**src/rtl/buffer_drain_pkg.sv**
```systemverilog
// buffer_drain_pkg: shared width default, FSM state encoding and counter-width helper for buffer_drain.
package buffer_drain_pkg;
  localparam int N_DEF = 32;
  typedef enum logic [1:0] {FILL = 2'd0, WAIT = 2'd1, HOLD = 2'd2} state_t;
  function automatic int clog2(input int v);
    int r;
    r = 0;
    while ((1 << r) < v) r++;
    return (r < 1) ? 1 : r;
  endfunction
endpackage

```
**src/rtl/buffer_drain_acc.sv**
```systemverilog
// drain_acc: N-bit accumulate step with carry-based overflow; DRAIN_SATURATE_EN clamps the sum at all-ones.
module drain_acc
  import buffer_drain_pkg::*;
#(
  parameter int N = N_DEF
) (
  input  logic [N-1:0] acc,
  input  logic [N-1:0] din,
  input  logic         ovf,
  output logic [N-1:0] sum,
  output logic         ovf_nx
);
  logic [N:0] s;
  assign s = {1'b0, acc} + {1'b0, din};
`ifdef DRAIN_SATURATE_EN
  // an all-ones sum absorbs any later non-zero word through the carry, so it stays saturated
  assign sum = s[N] ? {N{1'b1}} : s[N-1:0];
`else
  assign sum = s[N-1:0];
`endif
  assign ovf_nx = ovf | s[N];
endmodule

```
**src/rtl/buffer_drain.sv**
```systemverilog
// buffer_drain: pops BURST words from the buffer FIFO (1-cycle read latency) and offers their sum on a valid/ready port.
// Build option DRAIN_SATURATE_EN makes the sum saturate instead of wrapping.
module buffer_drain
  import buffer_drain_pkg::*;
#(
  parameter int N     = N_DEF,
  parameter int BURST = 4
) (
  input  logic         clk,
  input  logic         rst,
  input  logic         rd_empty,
  output logic         rd_en,
  input  logic [N-1:0] rd_data,
  output logic         acc_valid,
  input  logic         acc_ready,
  output logic [N-1:0] acc_data,
  output logic         acc_ovf
);
  localparam int CW = clog2(BURST + 1);
  localparam logic [CW-1:0] FULL = CW'(BURST);
  localparam logic [CW-1:0] LAST = CW'(BURST - 1);
  state_t        state;
  logic [CW-1:0] issued, received;
  logic          pend, ovf, ovf_nx;
  logic [N-1:0]  acc, sum;
  assign rd_en    = !rst && state == FILL && !rd_empty && issued < FULL;
  assign acc_data = acc;
  assign acc_ovf  = ovf;
  drain_acc #(.N(N)) u_acc (
    .acc   (acc),
    .din   (rd_data),
    .ovf   (ovf),
    .sum   (sum),
    .ovf_nx(ovf_nx)
  );
  always_ff @(posedge clk or posedge rst) begin
    if (rst) begin
      state     <= FILL;
      issued    <= '0;
      received  <= '0;
      pend      <= 1'b0;
      acc       <= '0;
      ovf       <= 1'b0;
      acc_valid <= 1'b0;
    end else begin
      pend <= rd_en;
      if (rd_en) issued <= issued + CW'(1);
      if (pend) begin
        acc      <= sum;
        ovf      <= ovf_nx;
        received <= received + CW'(1);
      end
      if (state == FILL && rd_en && issued == LAST) state <= WAIT;
      if (state == WAIT && pend && received == LAST) begin
        state     <= HOLD;
        acc_valid <= 1'b1;
      end
      if (state == HOLD && acc_ready) begin
        state     <= FILL;
        acc_valid <= 1'b0;
        acc       <= '0;
        ovf       <= 1'b0;
        issued    <= '0;
        received  <= '0;
      end
    end
  end
endmodule
```
**config.mk**
```make
export PLATFORM = sky130hd
export DESIGN_NAME = buffer_drain
export DESIGN_NICKNAME = d
export VERILOG_FILES = /design/src/rtl/buffer_drain_pkg.sv /design/src/rtl/buffer_drain_acc.sv /design/src/rtl/buffer_drain.sv
export SDC_FILE = /design/constraint.sdc
export NUM_CORES = 1
export LEC_CHECK = 0
export BUFFER_PORTS_ARGS = -buffer_cell sky130_fd_sc_hd__buf_2
export CAP_MARGIN = 40
export CORE_ASPECT_RATIO = 1.4
export CORE_UTILIZATION = 25
export CTS_BUF_LIST = sky130_fd_sc_hd__clkbuf_8
export DETAILED_ROUTE_END_ITERATION = 16
export PLACE_DENSITY_LB_ADDON = 0.2
export SYNTH_ARGS = -nofsm -noshare
export SYNTH_HDL_FRONTEND = slang
export SYNTH_SLANG_ARGS = --single-unit
export TNS_END_PERCENT = 1
```
**constraint.sdc**
```tcl
create_clock -name clk -period 3.7 [get_ports clk]
set_clock_uncertainty 0.1 [all_clocks]
set_input_delay 0.185 -clock clk [delete_from_list [all_inputs] [get_ports clk]]
set_output_delay 0.185 -clock clk [all_outputs]
set_load 0.01 [all_outputs]
```
==> metrics.md <==
| Metric | Value |
|---|---|
| Core area | `13800 um^2` |
| DRT iter0 DRCs | `142` |
| Max_slew headroom | `around 47%` |
| RSZ-0062 raised after global routing | `no` |
| Pin count of the biggest net entering global routing | `44` |
| Peak VDD IR | `0.178 mV` |
| Post-synth EDFFs | `0` |
| Total power | `3.40 mW` |
| GRT Overall Usage | `roughly 15%` |
| First-pass GRT wire length | `around 17000 um` |
| CP Capture Type | `register` |
| Switch share | `roughly 50%` |
| Initial Utilization | `25.6%` |
| CTS Sinks | `43` |
| NetSw | `1.67 mW` |
| HP Class | `in2reg` |
| Worst Tran Pin Value | `between 0.7 and 0.8 ns` |
| Final Hold Viols | `0` |
| Ys async rst share | `100%` |
| Worst setup SP type | `register` |
| Vias in the first global route | `3477` |
| Worst Reg-to-Reg Cells | `11` |
| Placed Area | `4080 um^2` |
| Final Critical Period | `2.81 ns` |
| Vias per Instance | `4.99` |
| Static leakage | `just under 2 nW` |
| Clk pwr share | `between 10% and 20%` |
| I/O pin count | `71` |
| CTS clk-pin slew, worst paths | `0.11 ns` |
| DRT Wirelength | `10600 um` |
| Fin area | `between 4000 and 5000 um^2` |
| Fmax | `approximately 360 MHz` |
| Worst Path Arrival | `2.97 ns` |
| TritonRoute pass-1 iters | `5` |
| Pint | `1.73 mW` |
| Cell Rows | `51` |
| Post-Syn Area per Cell | `8.24 um^2` |
| Comb pwr share | `between 60 and 70%` |
| HPWL after DPL | `8100 um` |
| Layout cell share with drive strength beyond 1 | `a little under a fifth` |
| H-tree level count | `2` |
| TritonCTS Buffers | `5` |
| Clk_lat worst skew | `between 0.3 and 0.4 ns` |
| Post-synthesis sequential area ratio | `between 30% and 40%` |
| FF+latch count, synth | `between 40 and 50` |
| Finished Core Util | `a little under a third` |
| Reg power frac | `roughly a quarter` |
| Commonest non-fill, non-tap cell in the layout | `buf_2` |
| Synth warn | `0` |
| Clock buffer depth | `2` |
| Setup TNS | `0 ns` |
| Die Height | `143 um` |
| Buffer count from post-CTS setup fixing | `0` |
| CTS tree | `done` |
| Multi-input gate area | `2330 um^2` |
| Filler cells | `roughly 1500` |
| Max-Cap Viols | `0` |
| Hold Path Depth | `3` |
| WHS | `0.127 ns` |
| Outcome | `finished, final reports clean` |
| Ant diodes | `0` |
| Initial antenna violation count | `0` |
| Total congestion overflow | `0` |
| Final GP Congestion | `0.833` |
| Sequential cell area | `1080 um^2` |
| Full die area | `~15000 um^2` |
| Primary FF master, synth | `dfrtp_1` |
| Synth Net Count | `503` |
| Area delta synth->final | `17.9%` |
| DR vias | `around 3400` |
| Crit path kind | `reg2reg` |
| Max Fanout on Critical Path | `4` |
| DRT antenna net count | `0` |
| Wire per inst | `15.6 um` |
| Distinct cells, synth | `53` |
| Die width | `103 um` |
| Slew Viols, Final | `0` |
| Tcrit/Tclk final | `76.1%` |
| Nets | `approximately 570` |
| Commonest cells after routing, fill and taps aside | `70 x buf_2, 54 x nor2_1, 46 x a21oi_1, 43 x dfrtp_1, 38 x nand2_1` |
| Placed Cells | `670` |
| Syn Inst Count | `430` |
| PD cells | `814 nW/um^2` |
| Fin cells | `about 680` |
| Syn Std Cell Area | `3540 um^2` |
| Critical Path RT | `3.85 ns` |
| Number of remaining DRC errors | `0` |
| I/O Buffers | `70` |
| Dpl ws | `0.896 ns` |
| Final WS setup | `just under 0.9 ns` |
| Final setup viols | `0` |
| Root Driver | `clkbuf_8` |
## cell usage after synthesis (5+ instances only)
master	n	area, um^2
nand3_1	17	85.1
a31oi_1	6	37.5
xnor2_1	17	149
o22ai_1	6	37.5
nand2_1	38	143
xor2_1	10	87.6
mux2i_1	16	160
nand4_1	5	31.3
nor2_1	55	206
inv_1	16	60.1
nand2b_1	6	37.5
a21oi_1	46	230
a21o_1	6	45.0
a211oi_1	5	37.5
dfrtp_1	43	1080
nor3_1	6	30.0
o21ai_0	20	100
o21bai_1	7	52.6
clkbuf_1	13	48.8
ha_1	36	450
o21ai_1	5	25.0
## critical path, cell delays in order, from the launching register on
cell,delay (ns)
dfrtp_1,0.39
ha_1,0.21
inv_1,0.06
fa_1,0.39
nand2b_1,0.18
a21oi_1,0.21
o21ai_1,0.17
o2111ai_1,0.23
a21oi_1,0.13
nor4_2,0.40
nand4_1,0.14
a31oi_1,0.15
## metal layers
| metal | up-vias | wire length, um | global-route usage [%] |
|---|---|---|---|
| met1 | 1628 | 4290 | 16.8 |
| li1 | 1675 | - | - |
| met3 | 19 | 378 | 2.06 |
| met2 | 66 | 5640 | 28.1 |
| met4 | 0 | 294 | 6.17 |
| met5 | - | 0 | 0 |
## power groups by stage
| stage | Sequential (mW) | Clock [mW] | Combinational (mW) |
|---|---|---|---|
| detailed placement | 0.865 | 0 | 2.21 |
| finish | 0.850 | 0.345 | 2.21 |
| floorplan | 0.907 | 0 | 1.56 |
| global route | 0.880 | 0.375 | 2.48 |
| global placement | 0.856 | 0 | 2.22 |
| CTS | 0.855 | 0.359 | 2.23 |
## worst paths after layout
kind,from,end,slack [ns]
worst min register to register,acc_valid$_DFFE_PP0N_,acc_valid$_DFFE_PP0N_,0.39
max in group asynchronous,rst,acc_data[15]$_DFFE_PP0P_,2.62
min in group asynchronous,rst,acc_ovf$_DFFE_PP0P_,0.46
worst max-delay path,acc_data[0]$_DFFE_PP0P_,acc_ovf$_DFFE_PP0P_,0.89
worst max register to register,acc_data[0]$_DFFE_PP0P_,acc_ovf$_DFFE_PP0P_,0.89
worst min-delay path,rd_empty,pend$_DFF_PP0_,0.13
## what timing repair did
action,4_1_cts,5_1_grt
gates resized for setup,0,0
hold buffers,1,0
hold endpoints to repair,43,0
## registers in the layout, summed over array words and instances (netlist names)
signal and flops:
acc_data 32, received 3, issued 3, acc_ovf 1, state 2, acc_valid 1
pend 1
## logic make-up after synthesis
group	Yosys count	synth area share (%)
and+or+nand+nor	149	19.5
AOI/OAI and AO/OA	123	21.6
DFF	43	30.4
adders and majority gates	37	13.3
buffers and inverters	35	4.06
xor gates and xnor gates	27	6.67
muxes	16	4.52
## cell type report
cell class              instances  share of cell area, %
multi-input cells             352                   55.7
flip-flops and latches         43                   25.8
repair buffers                 75                   9.34
well taps                     185                   5.54
clock buffers                   5                   1.65
inverters                      16                   1.44
clock inverters                 3                  0.569
Note: power is estimated with default switching activity, not from simulation.
